## src/rtl/dir_cmd_sched.sv

```systemverilog
// Direction command scheduler: edge-detected keyboard directions queue up and are applied one per game tick.
// Optional build macro DIR_SCHED_REVERSE_FILTER_EN drops commands that reverse the last accepted direction.
module dir_cmd_sched #(
  parameter int         DEPTH    = 4,
  parameter logic [2:0] INIT_DIR = 3'd4
) (
  input  logic       clk,
  input  logic       clr,
  input  logic [2:0] kb_code,
  input  logic       en,
  input  logic       tick,
  output logic [2:0] dir_out,
  output logic       dir_valid,
  output logic [3:0] q_count,
  output logic       overflow
);
  localparam int         AW     = (DEPTH > 1) ? $clog2(DEPTH) : 1;
  localparam int         STAGES = 1;
  localparam logic [3:0] FULL   = 4'(DEPTH);

  typedef enum logic {STOP, RUN} state_t;

  state_t                  state;
  logic [2:0]              kb_prev;
  logic [2:0]              last_acc;
  logic [AW-1:0]           head, tail;
  logic [DEPTH-1:0][2:0]   q;
  logic [STAGES:0]         vld_pipe;

  logic active, kb_ok, new_cmd, rev, cand, full, do_pop, do_push, drop_full;

`ifdef DIR_SCHED_REVERSE_FILTER_EN
  function automatic logic [2:0] opposite(input logic [2:0] d);
    case (d)
      3'd1:    opposite = 3'd2;
      3'd2:    opposite = 3'd1;
      3'd3:    opposite = 3'd4;
      3'd4:    opposite = 3'd3;
      default: opposite = 3'd0;
    endcase
  endfunction
  assign rev = (opposite(kb_code) == last_acc);
`else
  assign rev = 1'b0;
`endif

  // Commands only count while running with en held high; the RUN->STOP cycle is a flush.
  assign active    = (state == RUN) && en;
  assign kb_ok     = (kb_code >= 3'd1) && (kb_code <= 3'd4);
  assign new_cmd   = active && kb_ok && (kb_code != kb_prev);
  assign cand      = new_cmd && (kb_code != last_acc) && !rev;
  assign full      = (q_count == FULL);
  assign do_pop    = active && tick && (q_count != 4'd0);
  assign do_push   = cand && (!full || do_pop);
  assign drop_full = cand && full && !do_pop;

  assign vld_pipe[0] = active && tick;
  assign dir_valid   = vld_pipe[STAGES];

  always_ff @(posedge clk) begin
    if (!clr) begin
      state            <= STOP;
      dir_out          <= INIT_DIR;
      last_acc         <= INIT_DIR;
      kb_prev          <= 3'd0;
      head             <= '0;
      tail             <= '0;
      q                <= '0;
      q_count          <= 4'd0;
      overflow         <= 1'b0;
      vld_pipe[STAGES:1] <= '0;
    end else begin
      vld_pipe[STAGES:1] <= vld_pipe[STAGES-1:0];
      // Invalid codes leave the edge history alone so a held key is not re-armed.
      if (kb_code <= 3'd4) kb_prev <= kb_code;

      case (state)
        STOP: if (en) state <= RUN;
        RUN:  if (!en) state <= STOP;
        default: state <= STOP;
      endcase

      if (state == RUN && !en) begin
        head    <= '0;
        tail    <= '0;
        q_count <= 4'd0;
      end else begin
        if (do_pop) begin
          dir_out <= q[head];
          head    <= head + 1'b1;
        end
        if (do_push) begin
          q[tail]  <= kb_code;
          tail     <= tail + 1'b1;
          last_acc <= kb_code;
        end
        q_count <= q_count + 4'(do_push) - 4'(do_pop);
      end

      if (drop_full) overflow <= 1'b1;
    end
  end

endmodule

```

## config.mk

```make
export PLATFORM = sky130hd
export DESIGN_NAME = dir_cmd_sched
export DESIGN_NICKNAME = d
export VERILOG_FILES = /design/src/rtl/dir_cmd_sched.sv
export SDC_FILE = /design/constraint.sdc
export NUM_CORES = 1
export LEC_CHECK = 0
export BUFFER_PORTS_ARGS = -buffer_cell sky130_fd_sc_hd__buf_2
export CAP_MARGIN = 30
export CORE_UTILIZATION = 52
export DETAILED_ROUTE_END_ITERATION = 7
export HOLD_SLACK_MARGIN = 0.12
export PLACE_DENSITY = 0.74
export SLEW_MARGIN = 10
export SYNTH_ARGS = -nofsm -noshare
export SYNTH_HDL_FRONTEND = slang
export SYNTH_SLANG_ARGS = --single-unit
```

## constraint.sdc

```tcl
create_clock -name clk -period 2.4 [get_ports clk]
set_clock_uncertainty 0.1 [all_clocks]
set_input_delay 0.12 -clock clk [delete_from_list [all_inputs] [get_ports clk]]
set_output_delay 0.12 -clock clk [all_outputs]
set_load 0.02 [all_outputs]
```

* Word level (Yosys, flattened, before mapping) *
Index checks and enable logic that the tools add are counted.

storage, ports and cells
  output and inout port bits = 9
  logic and storage cells = 53
  input port bits = 7
  register bits after elaboration = 32

cells by class
  add/sub/neg operators = 4
  bitwise logic cells = 2
  reductions and logical operators = 20
  equal/unequal tests = 3
  mux-type cells = 6
  $lt $le $gt $ge = 5

operators by type and width
  cell                                                  number
  bitwise mux 12 bit                                    1
  logical AND 1 bit                                     12
  binary-select mux 3 bit (select 2 bit)                1
  demux 3 bit (select 2 bit)                            1
  < comparator 2 x 3 -> 1 bit (second input constant)   2
  two-way mux 3 bit                                     2
  != test 3 bit                                         2
  adder 2 x 1 -> 2 bit (second input constant)          2
  adder 4 x 1 -> 4 bit                                  1
  == test 4 x 3 -> 1 bit (second input constant)        1
  AND reduction 2 bit                                   2
  nonzero test 4 bit                                    1
  subtractor 4 x 1 -> 4 bit                             1
  >= comparator 3 x 1 -> 1 bit (second input constant)  1
  <= comparator 3 bit (second input constant)           1
  logical NOT 1 bit                                     3
  >= comparator 2 x 1 -> 1 bit (second input constant)  1
  NOT 1 bit                                             2
  OR reduction 2 bit                                    1
  logical OR 1 bit                                      1
  two-way mux 1 bit                                     1

* Logic depth before layout (Yosys ltp) *
  depth in word-level cells = 8
  mapped depth = 11
  depth with buffers taken out = 11

* Least setup slack after synthesis *
Ideal clock, no wire load.

  path type = register -> register
  from = reg q_count[2]
  to = reg q_count[2]
  data required time = 2.171 ns
  period minus slack after synthesis = 2.541 ns
  data arrival time = 2.312 ns
  setup time = 0.129 ns
  buffers on the path = 0
  stages on the path, launching flop included = 10
  setup slack = -0.141 ns
  cell sequence = dfxtp_1 > inv_1 > ha_1 > a21oi_1 > nor2_1 > mux2_2 > ha_1 > fa_1 > xnor2_1 > nor2_1

on the way
  word-level cells in the longest chain between the ends = 6
  elaborated cells on any way between the ends = 8
  those cells by class = add/sub: 2; eq/ne: 1; reduce/logical: 5

ends and longest elaborated chain
  item                                                          line    source
  start: declaration                                            14      output logic [3:0] q_count,
  start signal: assignment                                      97      q_count <= q_count + 4'(do_push) - 4'(do_pop);
  == test 4 x 3 -> 1 bit or nonzero test 4 bit (tied branches)  52, 53
  logical NOT 1 bit or logical AND 1 bit (tied branches)        54, 53
  logical OR 1 bit                                              54      assign do_push = cand && (!full || do_pop);
  logical AND 1 bit                                             54
  adder 4 x 1 -> 4 bit                                          97
  subtractor 4 x 1 -> 4 bit *                                   97

Mark *: on every way between the ends. The rest lies on a longest branch, timed or not.
A chain may end at the register's enable or synchronous reset.

* Final worst setup path *
  from = reg kb_prev[0]
  to = reg q_count[2]

on the way
  word-level cells in the longest chain between the ends = 6

ends and longest elaborated chain
  item                       line  source
  start: declaration         24    logic [2:0] kb_prev;
  start signal: assignment   75    if (kb_code <= 3'd4) kb_prev <= kb_code;
  != test 3 bit              50    assign new_cmd = active && kb_ok && (kb_code != kb_prev);
  logical AND 1 bit          50
  logical AND 1 bit          51    assign cand = new_cmd && (kb_code != last_acc) && !rev;
  logical AND 1 bit          54
  adder 4 x 1 -> 4 bit       97
  subtractor 4 x 1 -> 4 bit  97

Every way passes these cells.

==> summary.md <==
| Metric | Value |
|---|---|
| Status | `complete, no violations` |
| RSZ-0062 raised after global routing | `yes` |
| WP data required | `2.51 ns` |
| Number of synthesized flops with an enable pin | `0` |
| Routed len/inst | `14.00 um` |
| Worst r2r src | `kb_prev[0]$_SDFFE_PN0N_` |
| CP arrival | `2.45 ns` |
| Top cell type's share of synthesized area | `38.82%` |
| Clk root buf | `clkbuf_4` |
| Asr flop ratio synth | `0%` |
| Tot GR Track Use | `23.10%` |
| Synth top area cells | `dfxtp_1, mux2i_1, ha_1` |
| Yosys top cell by area | `dfxtp_1` |
| VDD IR max | `0.0003725 V` |
| Grt met1 use | `29.87%` |
| Period minus WS final | `2.342 ns` |
| Flop-to-flop setup slack | `0.06 ns` |
| Largest net degree at the start of global routing | `30` |
| Pins Over Slew Limit | `0` |
| Worst skew pair latency | `0.33 ns` |
| Worst Hold End | `kb_prev[1]$_SDFFE_PN0N_` |
| Hold WC Path Type | `in -> reg` |
| Initial core utilization | `54.50%` |
| Routed vias/inst | `5.053` |
| WL final | `3443 um` |
| Post-synthesis cell area | `0.001650 mm2` |
| Num CTS Buffers | `5` |
| Crit Reg-Reg Endpoint | `q_count[2]$_SDFF_PP0_` |
| Crit path max fanout | `3` |
| Syn Area/Cell | `9.942 um2` |
| Initial antenna violation count | `0` |
| Drt pass-1 iters | `4` |
| Final period util | `97.60%` |
| First-pass GRT wire length | `5789 um` |
| Worst Setup Path Type | `reg -> reg` |
| DRC viols | `0` |
| Die height | `58.34 um` |
| Hold Crit Depth | `4` |
| Post-synthesis cell count | `166` |
| PortBufs | `15` |
| Primary FF master, synth | `dfxtp_1` |
| Met3 Usage GRT | `6.154%` |
| Final-layout fill cell count | `250` |
| Worst Hold Launch | `kb_code[0]` |
| Register area share after synthesis | `38.82%` |
| Clock sink count | `32` |
| Synth Net Count | `183` |
| Post-Place Cells | `232` |
| Remaining Overflow, GRT | `0` |
| CTS tree | `built` |
| Clk slew on worst S/H paths | `0.09 ns` |
| Synth Register Bits | `32` |
| Top Ports | `16` |
| Via count | `1,243` |
| Finish-stage setup viols | `0` |
| Measured slew at the worst slew-check pin | `0.4593 ns` |
| DR iter-0 viols | `42` |
| GP Congestion | `0.7872` |
| H-tree Lvls | `2` |
| Vias in the first global route | `1,223` |
| Lkg Pwr | `0.7736 nW` |
| Max cap viols | `0` |
| Peak Freq | `426.9 MHz` |
| CTS max path bufs | `2` |
| Synth cell types | `37` |
| Startpoint types | `register` |
| Busiest metal layer after global routing | `met2` |
| Area growth syn-to-layout | `21.83%` |
| Slew headroom | `69.06%` |
| Ant diodes | `0` |
| Row count | `20` |
| Core area | `0.003028 mm2` |
| Most frequent cell after synthesis | `dfxtp_1` |
| YS warnings | `0` |
| Detail Route Antenna Nets | `0` |
| Layout Cells excl Fill | `246` |
| Worst reg-to-reg path cell count | `8` |
| Die area | `0.003403 mm2` |
| Post-synth top cells | `dfxtp_1, nand2_1, mux2i_1, nor2_1, ha_1` |
| GR Util met2 | `36.95%` |
| Critical Path End Type | `register` |
| Ratio of cells with drive above 1 in the final layout | `31.68%` |
| PD cells | `518.2 mW/mm2` |
| Final nets | `219` |
| Die width | `58.34 um` |
| Endpoints failing hold | `0` |
| DP HPWL | `2484 um` |
| Sum Neg Setup Slack | `0 ns` |
==> area by class of cell <==
type / instances / area [um2] / share of cell area, %
clock buffer: 7 / 65.06 / 3.236
sequential: 32 / 644.4 / 32.05
tap: 44 / 55.05 / 2.738
inverter: 8 / 30.03 / 1.493
multi-input combinational: 119 / 965.9 / 48.04
timing repair buffer: 36 / 250.2 / 12.45
==> sequential cells by signal (all words and copies together) (netlist names) <==
| name | count |
|---|---|
| q | 12 |
| overflow | 1 |
| tail | 2 |
| state | 1 |
| dir_out | 3 |
| last_acc | 3 |
| q_count | 4 |
| dir_valid | 1 |
| head | 2 |
| kb_prev | 3 |
==> timing repair <==
action | 4_1_cts | 5_1_grt
hold buffers | 7 | 0
endpoints found under the hold margin | 6 | 0
setup buffers | 0 | 0
gates resized for setup | 3 | 7
pin swaps | 2 | 0
setup endpoints to repair | 3 | 3
==> report_power, final <==
part           switching [W]  leakage [nW]  internal, W  total (W)
registers         0.00000887         0.260     0.000543   0.000552
clock network       0.000175        0.0374     0.000166   0.000341
logic              0.0000830         0.476    0.0000660   0.000149
==> logic make-up after synthesis <==
kind of cell    share of synthesized area, %
compound gates                         6.217
xor+xnor                               5.307
fa+ha+maj                              8.037
buf+inv                                4.928
flops                                  38.82
mux                                    16.30
simple gates                           20.39
==> worst max path at each step <==
stage                                  endpoint               startpoint  slack (ns)
after floorplan           q_count[2]$_SDFF_PP0_    q_count[2]$_SDFF_PP0_       0.004
after global placement    q_count[2]$_SDFF_PP0_               kb_code[0]       -0.06
after detailed placement  q_count[2]$_SDFF_PP0_               kb_code[0]       -0.12
after CTS                 q_count[2]$_SDFF_PP0_  kb_prev[0]$_SDFFE_PN0N_        0.01
after global routing      q_count[2]$_SDFF_PP0_    q_count[2]$_SDFF_PP0_       -0.04
final                     q_count[2]$_SDFF_PP0_  kb_prev[0]$_SDFFE_PN0N_        0.06
==> worst max-delay path: stages (launching register included) <==
cell	delay (ns)
dfxtp_2	0.36
xor2_2	0.16
nor3_2	0.09
nor4_2	0.32
mux2_2	0.37
ha_1	0.21
fa_1	0.39
xnor2_1	0.17
nor2_1	0.05
==> layer usage <==
layer  share of wire (%)  up-vias
met5                   0        -
met4                 1.5        0
met3                 2.9        6
met2                  50       18
met1                  46      583
li1                    -      636
==> placed cells by master (no fill, tap or decap), types with 4 or more instances in the layout <==
cell type	count
buf_2	15
buf_4	14
clkbuf_4	5
dfxtp_1	29
dlygate4sd3_1	7
ha_1	8
inv_1	8
mux2i_1	19
nand2_1	27
nor2_1	11
nor4_2	5
xnor2_1	4
xor2_1	4
==> through the flow <==
step | worst slack [ns] | util (%) | total power [W] | instance area (um2) | hold WS (ns)
2_1_floorplan | 0.004138 | - | 0.0006577 | 1654 | 0.1562
5_1_grt | -0.04497 | 66.41 | 0.001091 | 2011 | 0.1680
3_5_place_dp | -0.1164 | 60.70 | 0.0006949 | 1838 | 0.2952
3_3_place_gp | -0.05634 | 60.70 | 0.0006899 | 1838 | 0.2949
4_1_cts | 0.01230 | 65.58 | 0.001047 | 1986 | 0.1269
6_report | 0.05764 | 66.41 | 0.001042 | 2011 | 0.1556
Power figures use the tool's default switching activity.
